[config.mk]
export PLATFORM = sky130hd
export DESIGN_NAME = expand_add_sched
export DESIGN_NICKNAME = d
export VERILOG_FILES = /design/src/rtl/expand_add_sched.sv
export SDC_FILE = /design/constraint.sdc
export NUM_CORES = 1
export LEC_CHECK = 0
export CORE_UTILIZATION = 60
export CTS_BUF_LIST = sky130_fd_sc_hd__clkbuf_4 sky130_fd_sc_hd__clkbuf_8
export CTS_CLUSTER_DIAMETER = 200
export CTS_CLUSTER_SIZE = 28
export DETAILED_ROUTE_END_ITERATION = 8
export DONT_BUFFER_PORTS = 1
export GPL_ROUTABILITY_DRIVEN = 0
export PLACE_DENSITY = 0.84
export SLEW_MARGIN = 20
export SYNTH_ARGS = -nofsm -noshare
export SYNTH_HDL_FRONTEND = slang
export SYNTH_SLANG_ARGS = --single-unit
[constraint.sdc]
create_clock -name clk_i -period 2.9 [get_ports clk_i]
set_clock_uncertainty 0.05 [all_clocks]
set_input_delay 0.58 -clock clk_i [delete_from_list [all_inputs] [get_ports clk_i]]
set_output_delay 0.58 -clock clk_i [all_outputs]
set_load 0.01 [all_outputs]
[src/rtl/expand_add_sched.sv]
// Pairs expand-1 / expand-2 words from two small FIFOs, issues them to the lane adder,
// and buffers the returning sums behind a credit counter so backpressure never drops data.
module expand_add_sched #(
    parameter int FIFO_DEPTH = 4,
    parameter int ADD_LAT    = 3,
    parameter int CNT_W      = 16
) (
    input  logic             clk_i,
    input  logic             rst_n_i,
    input  logic             start_i,
    input  logic [CNT_W-1:0] word_count_i,
    input  logic             bypass_i,
    input  logic [47:0]      e1_data_i,
    input  logic             e1_valid_i,
    output logic             e1_ready_o,
    input  logic [47:0]      e2_data_i,
    input  logic             e2_valid_i,
    output logic             e2_ready_o,
    output logic [47:0]      expand_1_o,
    output logic [47:0]      expand_2_o,
    output logic             add_en_o,
    input  logic [47:0]      sum_i,
    output logic [47:0]      out_data_o,
    output logic             out_valid_o,
    input  logic             out_ready_i,
    output logic             busy_o,
    output logic             done_o
);

    localparam int PTR_W     = $clog2(FIFO_DEPTH);
    localparam int OUT_DEPTH = ADD_LAT + 2;
    localparam int OPTR_W    = $clog2(OUT_DEPTH);
    localparam int CRD_W     = $clog2(OUT_DEPTH + 1);

    localparam logic [PTR_W:0]     FIFO_FULL = (PTR_W + 1)'(FIFO_DEPTH);
    localparam logic [PTR_W:0]     FCNT_ONE  = (PTR_W + 1)'(1);
    localparam logic [PTR_W-1:0]   PTR_ONE   = PTR_W'(1);
    localparam logic [CRD_W-1:0]   CRD_MAX   = CRD_W'(OUT_DEPTH);
    localparam logic [CRD_W-1:0]   CRD_ONE   = CRD_W'(1);
    localparam logic [CNT_W-1:0]   CNT_ONE   = CNT_W'(1);
    localparam logic [OPTR_W-1:0]  OPTR_ONE  = OPTR_W'(1);
    localparam logic [OPTR_W-1:0]  OPTR_LAST = OPTR_W'(OUT_DEPTH - 1);

    typedef enum logic [1:0] {
        IDLE,
        RUN,
        DRAIN,
        DONE
    } state_e;

    state_e             state_q, state_d;
    logic               bypass_q, bypass_d;
    logic [CNT_W-1:0]   remaining_q, remaining_d;
    logic [CNT_W-1:0]   acc1_q, acc1_d;
    logic [CNT_W-1:0]   acc2_q, acc2_d;
    logic [CRD_W-1:0]   credits_q, credits_d;

    logic [47:0]        e1Mem_q [FIFO_DEPTH];
    logic [PTR_W-1:0]   e1Wr_q, e1Rd_q;
    logic [PTR_W:0]     e1Cnt_q;
    logic [47:0]        e2Mem_q [FIFO_DEPTH];
    logic [PTR_W-1:0]   e2Wr_q, e2Rd_q;
    logic [PTR_W:0]     e2Cnt_q;

    logic [47:0]        expand1_q, expand2_q;
    logic               addEn_q;
    logic [ADD_LAT-1:0] addPipe_q;

    logic [47:0]        outMem_q [OUT_DEPTH];
    logic [OPTR_W-1:0]  outWr_q, outRd_q;
    logic [CRD_W-1:0]   outCnt_q;

    logic e1Push, e2Push, e1Pop, e2Pop, issue, outPop, capture;

    function automatic logic [OPTR_W-1:0] nextOutPtr(input logic [OPTR_W-1:0] p);
        return (p == OPTR_LAST) ? '0 : p + OPTR_ONE;
    endfunction

    assign e1_ready_o  = (state_q == RUN) && (e1Cnt_q != FIFO_FULL) && (acc1_q != '0);
    assign e2_ready_o  = (state_q == RUN) && !bypass_q && (e2Cnt_q != FIFO_FULL) && (acc2_q != '0);
    assign e1Push      = e1_valid_i && e1_ready_o;
    assign e2Push      = e2_valid_i && e2_ready_o;

    assign out_valid_o = (outCnt_q != '0);
    assign out_data_o  = outMem_q[outRd_q];
    assign outPop      = out_valid_o && out_ready_i;

    // A pop in the same cycle frees a credit, which keeps full-rate streaming at the credit limit.
    assign issue = (state_q == RUN) && (e1Cnt_q != '0) && (bypass_q || (e2Cnt_q != '0))
                && ((credits_q < CRD_MAX) || outPop);
    assign e1Pop   = issue;
    assign e2Pop   = issue && !bypass_q;
    assign capture = addPipe_q[ADD_LAT-1];

    assign expand_1_o = expand1_q;
    assign expand_2_o = expand2_q;
    assign add_en_o   = addEn_q;
    assign busy_o     = (state_q != IDLE);
    assign done_o     = (state_q == DONE);

    always_ff @(posedge clk_i or negedge rst_n_i) begin
        if (!rst_n_i) begin
            state_q     <= IDLE;
            bypass_q    <= 1'b0;
            remaining_q <= '0;
            acc1_q      <= '0;
            acc2_q      <= '0;
            credits_q   <= '0;
        end else begin
            state_q     <= state_d;
            bypass_q    <= bypass_d;
            remaining_q <= remaining_d;
            acc1_q      <= acc1_d;
            acc2_q      <= acc2_d;
            credits_q   <= credits_d;
        end
    end

    always_comb begin
        state_d     = state_q;
        bypass_d    = bypass_q;
        remaining_d = remaining_q;
        acc1_d      = acc1_q;
        acc2_d      = acc2_q;
        credits_d   = credits_q;
        case (state_q)
            IDLE: begin
                if (start_i) begin
                    remaining_d = word_count_i;
                    acc1_d      = word_count_i;
                    acc2_d      = word_count_i;
                    bypass_d    = bypass_i;
                    state_d     = (word_count_i == '0) ? DONE : RUN;
                end
            end
            RUN: begin
                if (e1Push) acc1_d = acc1_q - CNT_ONE;
                if (e2Push) acc2_d = acc2_q - CNT_ONE;
                if (issue) begin
                    remaining_d = remaining_q - CNT_ONE;
                    if (remaining_q == CNT_ONE) state_d = DRAIN;
                end
            end
            DRAIN: begin
                if (credits_q == '0) state_d = DONE;
            end
            DONE: begin
                state_d = IDLE;
            end
            default: begin
                state_d = IDLE;
            end
        endcase
        if (issue && !outPop) begin
            credits_d = credits_q + CRD_ONE;
        end else if (!issue && outPop) begin
            credits_d = credits_q - CRD_ONE;
        end
    end

    always_ff @(posedge clk_i or negedge rst_n_i) begin
        if (!rst_n_i) begin
            for (int i = 0; i < FIFO_DEPTH; i++) e1Mem_q[i] <= '0;
            e1Wr_q  <= '0;
            e1Rd_q  <= '0;
            e1Cnt_q <= '0;
        end else begin
            if (e1Push) begin
                e1Mem_q[e1Wr_q] <= e1_data_i;
                e1Wr_q          <= e1Wr_q + PTR_ONE;
            end
            if (e1Pop) e1Rd_q <= e1Rd_q + PTR_ONE;
            case ({e1Push, e1Pop})
                2'b10:   e1Cnt_q <= e1Cnt_q + FCNT_ONE;
                2'b01:   e1Cnt_q <= e1Cnt_q - FCNT_ONE;
                default: e1Cnt_q <= e1Cnt_q;
            endcase
        end
    end

    always_ff @(posedge clk_i or negedge rst_n_i) begin
        if (!rst_n_i) begin
            for (int i = 0; i < FIFO_DEPTH; i++) e2Mem_q[i] <= '0;
            e2Wr_q  <= '0;
            e2Rd_q  <= '0;
            e2Cnt_q <= '0;
        end else begin
            if (e2Push) begin
                e2Mem_q[e2Wr_q] <= e2_data_i;
                e2Wr_q          <= e2Wr_q + PTR_ONE;
            end
            if (e2Pop) e2Rd_q <= e2Rd_q + PTR_ONE;
            case ({e2Push, e2Pop})
                2'b10:   e2Cnt_q <= e2Cnt_q + FCNT_ONE;
                2'b01:   e2Cnt_q <= e2Cnt_q - FCNT_ONE;
                default: e2Cnt_q <= e2Cnt_q;
            endcase
        end
    end

    // Operands hold between issues; the pipe marks which adder cycle carries a real sum.
    always_ff @(posedge clk_i or negedge rst_n_i) begin
        if (!rst_n_i) begin
            expand1_q <= '0;
            expand2_q <= '0;
            addEn_q   <= 1'b0;
            addPipe_q <= '0;
        end else begin
            addEn_q <= issue;
            if (issue) begin
                expand1_q <= e1Mem_q[e1Rd_q];
                expand2_q <= bypass_q ? '0 : e2Mem_q[e2Rd_q];
            end
            addPipe_q[0] <= addEn_q;
            for (int k = 1; k < ADD_LAT; k++) addPipe_q[k] <= addPipe_q[k-1];
        end
    end

    always_ff @(posedge clk_i or negedge rst_n_i) begin
        if (!rst_n_i) begin
            for (int i = 0; i < OUT_DEPTH; i++) outMem_q[i] <= '0;
            outWr_q  <= '0;
            outRd_q  <= '0;
            outCnt_q <= '0;
        end else begin
            if (capture) begin
                outMem_q[outWr_q] <= sum_i;
                outWr_q           <= nextOutPtr(outWr_q);
            end
            if (outPop) outRd_q <= nextOutPtr(outRd_q);
            case ({capture, outPop})
                2'b10:   outCnt_q <= outCnt_q + CRD_ONE;
                2'b01:   outCnt_q <= outCnt_q - CRD_ONE;
                default: outCnt_q <= outCnt_q;
            endcase
        end
    end

endmodule
[Word-level counts from Yosys, hierarchy flattened]
Cells that the tools add are included.
Storage, ports and cells
  register bits after elaboration: 801
  bits in latches: 0
  bits in writable memories: 0
  bits in read-only memories: 0
  bits of input ports: 167
  logic and storage cells: 165
  memories kept: 0
Operators by class
  add/subtract/negate cells: 17
  multiply operators: 0
  div/mod/pow operators: 0
  magnitude comparators: 10
  equal/unequal tests: 20
  shift-type cells: 0
  mux-type cells: 39
  bitwise operators: 6
  reduce and logical (&&, ||, !) cells: 41
Operator list (number)
  2-to-1 mux 48 bit: 10
  bitwise mux 192 bit: 2
  bitwise mux 240 bit: 1
  binary-select mux 48 bit (select 2 bit): 2
  demux 48 bit (select 2 bit): 2
  binary-select mux 48 bit (select 3 bit): 1
  demux 48 bit (select 3 bit): 1
  case mux 16 bit (2 select lines): 3
  2-to-1 mux 16 bit: 4
  subtractor 16 x 1 -> 16 bit (second input constant): 3
  nonzero test 16 bit: 2
  adder 3 x 1 -> 3 bit (second input constant): 6
  case mux 3 bit (2 select lines): 3
  logical AND 1 bit: 17
  == test 16 x 1 -> 1 bit (second input constant): 1
  zero test 16 bit: 1
  greater-or-equal comparator 3 bit (second input constant): 4
  2-to-1 mux 3 bit: 4
  NOT 2 -> 3 bit: 4
  nonzero test 2 bit: 6
  subtractor 3 x 1 -> 3 bit (second input constant): 4
  == test 2 bit (second input constant): 5
  2-to-1 mux 2 bit: 5
  inequality test 2 bit (second input constant): 5
  19 further kinds: 37

[Logic depth before layout (Yosys ltp)]
  depth in word-level cells: 8
  depth in mapped cells: 14
  mapped depth without buffers: 12

[Worst setup path after synthesis]
Ideal clock, no wire load.
  path type: reg-to-reg
  from: reg state_q[1]
  to: reg e1Cnt_q[2]
  setup time: 0.079 ns
  arrival: 2.847 ns
  required time: 2.771 ns
  path slack: -0.076 ns
  cell stages (with the launch flop): 15
  cells stage by stage: dfrtp_1 inv_1 ha_1 o31a_1 o211ai_1 buf_2 inv_1 clkbuf_1 clkbuf_1 ha_1 inv_1 fa_1 xor2_1 nor2_1 xor2_1
On the way
  cells in the longest elaborated chain, start to end: 6
  elaborated cells on any way between the ends: 11
  classes of those cells: eq/ne: 3; mux: 1; reduce/logical: 7
RTL lines
  from (decl): line 51  | state_e state_q, state_d;
  from (signal assigned): line 110  | state_q <= state_d;
  == test 2 x 1 -> 1 bit *: line 89  | assign issue = (state_q == RUN) && (e1Cnt_q != '0) && (bypass_q || (e2Cnt_q != '0))
  logical AND 1 bit * (2 in a row): line 89
  logical AND 1 bit *: line 90  | && ((credits_q < CRD_MAX) || outPop);
  via e1Pop: line 73  | logic e1Push, e2Push, e1Pop, e2Pop, issue, outPop, capture;
  == test 2 x 1 -> 1 bit or == test 2 bit (tied branches): line 173  | case ({e1Push, e1Pop})
  case mux 3 bit (2 select lines) or nonzero test 2 bit (tied branches)
  to (signal assigned): line 174  | 2'b10: e1Cnt_q <= e1Cnt_q + FCNT_ONE;
  to (signal assigned): line 175  | 2'b01: e1Cnt_q <= e1Cnt_q - FCNT_ONE;
  to (signal assigned): line 176  | default: e1Cnt_q <= e1Cnt_q;
  to (decl): line 60  | logic [PTR_W:0] e1Cnt_q;
Mark *: on every way through the listed nets, which the timed path passes. The rest lies on a longest branch.
A chain may end at the register's enable or synchronous reset.

[Worst setup path in the final report]
  from: reg outRd_q[0]
  to: out out_data_o[20]
On the way
  cells in the longest elaborated chain, start to end: 4
RTL lines
  from (decl): line 70  | logic [OPTR_W-1:0] outWr_q, outRd_q;
  from (signal assigned): line 230  | if (outPop) outRd_q <= nextOutPtr(outRd_q);
  NOT 3 -> 4 bit (not written as such): line 85  | assign out_data_o = outMem_q[outRd_q];
  binary-select mux 48 bit (select 3 bit): line 85
  2-to-1 mux 48 bit (not written as such) (2 in a row): line 85
  to (decl): line 23  | output logic [47:0] out_data_o,
No other way between the ends. The select of a mux whose other input is x is not followed.

==> results.md <==
CTS:
- The depth of the CTS H-tree is 2.
- After clock tree synthesis, the clock-pin slew on the worst setup and hold paths is 0.16 ns.
- At the later pin of the worst-skew pair, clock insertion delay measures 0.70 ns.
- The library cell used as clock root buffer is clkbuf_8.
- The hold buffer count at cts is 157.
- The total clock buffers created by CTS is 34.
- Counting every sink on the clock net gives 801.
- TritonCTS built the clock tree.
- The maximum buffer depth of the clock tree is 3.

Run:
- Across the run, the number of max-cap violations was 0.

Run status:
- The run finished, with violations left.
- The final reports fail on hold timing.

Power:
- In this run the power spent charging and discharging nets is 0.0155 W.
- The internal power of the cells totals 0.0272 W.
- The sequential fraction of design power is 47.5%.
- The worst-case vdd ir drop is 782 uV.
- Per report_power, the combinational group accounts for 42.2% of the total.
- For this design the ratio of total power to cell area is 1070 nW/um2.
- The clock group share of total power is 10.4%.
- In this run switching power makes up 36.4% of total power.
- The analysis attributes to cell leakage a power of 17.7 nW.

Global route:
- The pin count of the biggest net entering global routing is 802.
- For this run, the total global-route usage over all layers was measured as 27.1%.
- The number of antenna violations at the first check in global routing is 12.
- The number of global-route vias before repair is 24500.
- Summed over all layers, the global routing overflow is 0.
- The wire length of the first global-routing pass is 134000 um.

STA:
- Setup repair after global routing could not meet its margin everywhere.
- Subtracting the final worst setup slack from the clock period gives 2.89 ns.
- The actual slew at the worst max-slew pin is 0.894 ns.
- The number of failing hold endpoints at the final stage is 313.
- The final sum of negative setup slack is 0 ns.
- The final clock period utilization by the worst path is 99.7%.
- The highest clock frequency the design can meet is 346 MHz.
- Across all hold checks on the routed design, the worst slack comes to -0.466 ns.
- Measured against its own limit, the worst slew margin works out to 40.4%.
- The max-slew violation count came to 0.
- Setup violations remaining at the end of the flow were counted as 0.

Placement:
- In this run, placement finished with an instance count of 3296.
- Once detailed placement completed, the half-perimeter wirelength came to 50700 um.
- The count of input and output buffers is 0.

Synthesis:
- By area, the combinational part of the netlist is dominated by multiplexers.
- The top cell type by total area after synthesis is dfrtp_1.
- Sorting the synthesized cells by area gives the leading types as dfrtp_1 55%, mux2_2 16%, mux4_2 8.9%.
- Summing every instance area after synthesis gives 36500 um2.
- The multiplexer share of the synthesized area is 29.6%.
- In the synthesized netlist the dominant register cell turns out to be dfrtp_1.
- In this run, synthesis produced a sequential element count of 801.
- The synthesized-area fraction occupied by xor and xnor cells is 0.432%.
- Sequential elements use 55.0% of the synthesized area.
- After Yosys synthesis, and, or, nand and nor cells account for 6.40% of the synthesized area.
- The net count after synthesis is 2825.
- The fraction of registers with async set/reset is 100%.
- The post-synthesis area per instance is 13.9 um2.
- The count of unique library cells instantiated by Yosys is 77.
- In this run, synthesis inferred 0 flip-flops with an integrated enable.
- Of the total synthesized cell area, the portion taken by full adders, half adders and majority gates is 1.08%.
- The synthesized instance count is 2629.
- The post-synthesis compound-gate area fraction is 4.05%.
- The area fraction of the dominant cell type after synthesis is 55.0%.
- The count of yosys warnings during synthesis is 0.

Worst setup path:
- Among all stages on the critical path, the largest delay is contributed by dfrtp_4.
- The endpoint arrival time on the critical path is 2.26 ns.
- The required time at the worst-slack endpoint is 2.27 ns.
- The critical path is of the flip-flop to output port type.
- STA classifies the critical path startpoint as a flip-flop.
- The largest fanout of any net on the critical path is 8.
- The most critical setup path has its startpoint at outRd_q[0].
- STA classifies the critical path endpoint as an output port.
- The longest individual stage delay on the worst path is 0.55 ns.
- The signal on the critical path passes through buf_12, buf_12, mux4_2, inv_2, o21ai_2.
- The kind of cell with the highest combined delay along the critical path is flip-flops.
- The number of buffers and inverters on the critical path is 3.
- The reg-to-reg startpoint is acc1_q[9].
- The most common cell type on the critical path is buf_12.

Die:
- For this design the top-level I/O count stands at 317.
- The vertical extent of the die is 249 um.
- The floorplan has 89 rows.
- The die is 249 um wide.
- The initial core utilization is 61.2%.
- The core area is 59600 um2.
- The floorplan step defined a die boundary enclosing 61800 um2.

Routing:
- The sum of routed wire length over all layers is 83300 um.
- The per-cell routed wire length is 23.6 um.
- After detailed routing, the number of remaining DRC violations is 0.
- The number of iterations in the first detailed-routing pass is 5.
- The via-per-instance ratio is 6.28.
- The initial detailed-routing violation count is 1683.
- The remaining number of nets flagged by the antenna check after routing is 0.
- The via count of the routed design is 22100.

Layout:
- Compared with the post-synthesis result, the final layout area differs by 9.20%.
- The count of nets after finishing is 2934.
- Cells fill 66.8% of the core in the end.
- The fill cell total of the finished layout is 3971.
- Cells with a size suffix above 1 make up 35.3% of the layout.
- After the flow finishes, the layout carries non-filler instances totaling 3529.
- The area occupied by registers is 20100 um2.
- The multi-input combinational cells in the finished layout cover a total of 15300 um2.
- Leaving out fill and tap cells, the most frequent cell in the layout is dfrtp_1.
- Leaving out fill and tap cells, the most frequent cells in the layout are 793 x dfrtp_1, 534 x mux2_2, 334 x nand2_1.

Worst hold path:
- The worst hold path belongs to the class input port to asynchronous set/reset pin.
-- final cells by class --
class,count,area share [%]
diodes,12,0.0754
flip-flops and latches,801,50.4
inverters,90,0.848
repair buffers,233,6.46
clock buffers,38,1.25
well taps,773,2.43
clock inverters,4,0.101
multi-input cells,1578,38.4
-- state kept, by name, summed over array words and instances (netlist names) --
register     cells
acc1_q          16
e1Cnt_q          3
e1Mem_q        192
e1Rd_q           2
outMem_q       240
e2Cnt_q          3
expand_2_o      48
e2Wr_q           2
outRd_q          3
outWr_q          3
expand_1_o      48
e2Mem_q        192
add_en_o         1
outCnt_q         3
remaining_q     16
bypass_q         1
credits_q        3
e1Wr_q           2
acc2_q          16
e2Rd_q           2
addPipe_q        3
state_q          2
-- worst reg2reg max path: cells and delay by family (launching register included) --
family          cells  cell delay, ns
buf+inv             1            0.20
simple gates        2            0.71
compound gates      3            1.13
flops               1            0.46
-- synthesized netlist by cell type, types with 5 or more instances --
| cell | n |
|---|---|
| xor2_1 | 8 |
| nor4_2 | 5 |
| nor4b_1 | 7 |
| nor3_1 | 18 |
| inv_1 | 89 |
| mux2i_1 | 16 |
| and4_1 | 8 |
| nor4_1 | 11 |
| nor2_1 | 38 |
| mux2_4 | 80 |
| buf_4 | 12 |
| a221o_1 | 7 |
| o22ai_1 | 15 |
| mux4_2 | 144 |
| dfrtp_1 | 801 |
| buf_2 | 27 |
| nand4_1 | 10 |
| clkbuf_1 | 83 |
| a211oi_1 | 5 |
| or4_1 | 7 |
| ha_1 | 25 |
| mux2_1 | 14 |
| nand3_1 | 16 |
| a311oi_1 | 8 |
| or3_1 | 17 |
| xnor2_1 | 10 |
| a21oi_1 | 22 |
| nand2_1 | 338 |
| buf_12 | 12 |
| nand2b_1 | 5 |
| o21ai_0 | 120 |
| buf_6 | 9 |
| a31oi_1 | 7 |
| buf_1 | 17 |
| o211ai_1 | 7 |
| mux2_2 | 534 |
-- power groups by stage --
stage	logic, W	registers [W]	clock network [W]
2_1_floorplan	0.0137	0.0188	0
3_3_place_gp	0.0159	0.0198	0
3_5_place_dp	0.0168	0.0204	0
4_1_cts	0.0174	0.0201	0.00457
5_1_grt	0.0195	0.0208	0.00492
6_report	0.0180	0.0203	0.00442
-- layer usage --
metal	global-route usage [%]	wire length, um
met3	5.36	4690
met1	32.9	32800
met5	0	22
met4	9.88	2790
met2	47.9	43000
-- kinds of logic after synthesis --
kind of cell               count (synthesis)
xor gates and xnor gates                  18
AOI/OAI and AO/OA                        237
DFF                                      801
adders and majority gates                 29
muxes                                    788
and+or+nand+nor                          506
buffers and inverters                    250
-- worst paths after layout --
| path | endpoint | slack, ns | depth (start not counted) |
|---|---|---|---|
| worst max-delay path | out_data_o[20] | 0.01 | 5 |
| worst min-delay path | outMem_q[66] | -0.47 | 0 |
| worst max register to register | acc1_q[14] | 0.19 | 6 |
| worst min register to register | addPipe_q[2] | 0.32 | 0 |
| max in group asynchronous | e2Mem_q[170] | 0.90 | 3 |
| min in group clk_i | remaining_q[10] | 0.05 | 2 |
-- stage by stage --
stage,power (W),instance area [um2],setup WS (ns)
6_report,0.0427,39800,0.00955
5_1_grt,0.0452,39800,-0.0896
4_1_cts,0.0421,39400,-0.0370
3_5_place_dp,0.0372,37200,0.108
3_3_place_gp,0.0357,37200,0.193
2_1_floorplan,0.0325,36500,0.0254
-- repair_timing --
item	in CTS	in global routing
gates cloned	0	2
resized for setup	54	45
pin swaps	1	3
setup buffers	7	8
setup endpoints to repair	43	43
hold endpoints to repair	1448	313
Note: power is estimated with default switching activity, not from simulation.
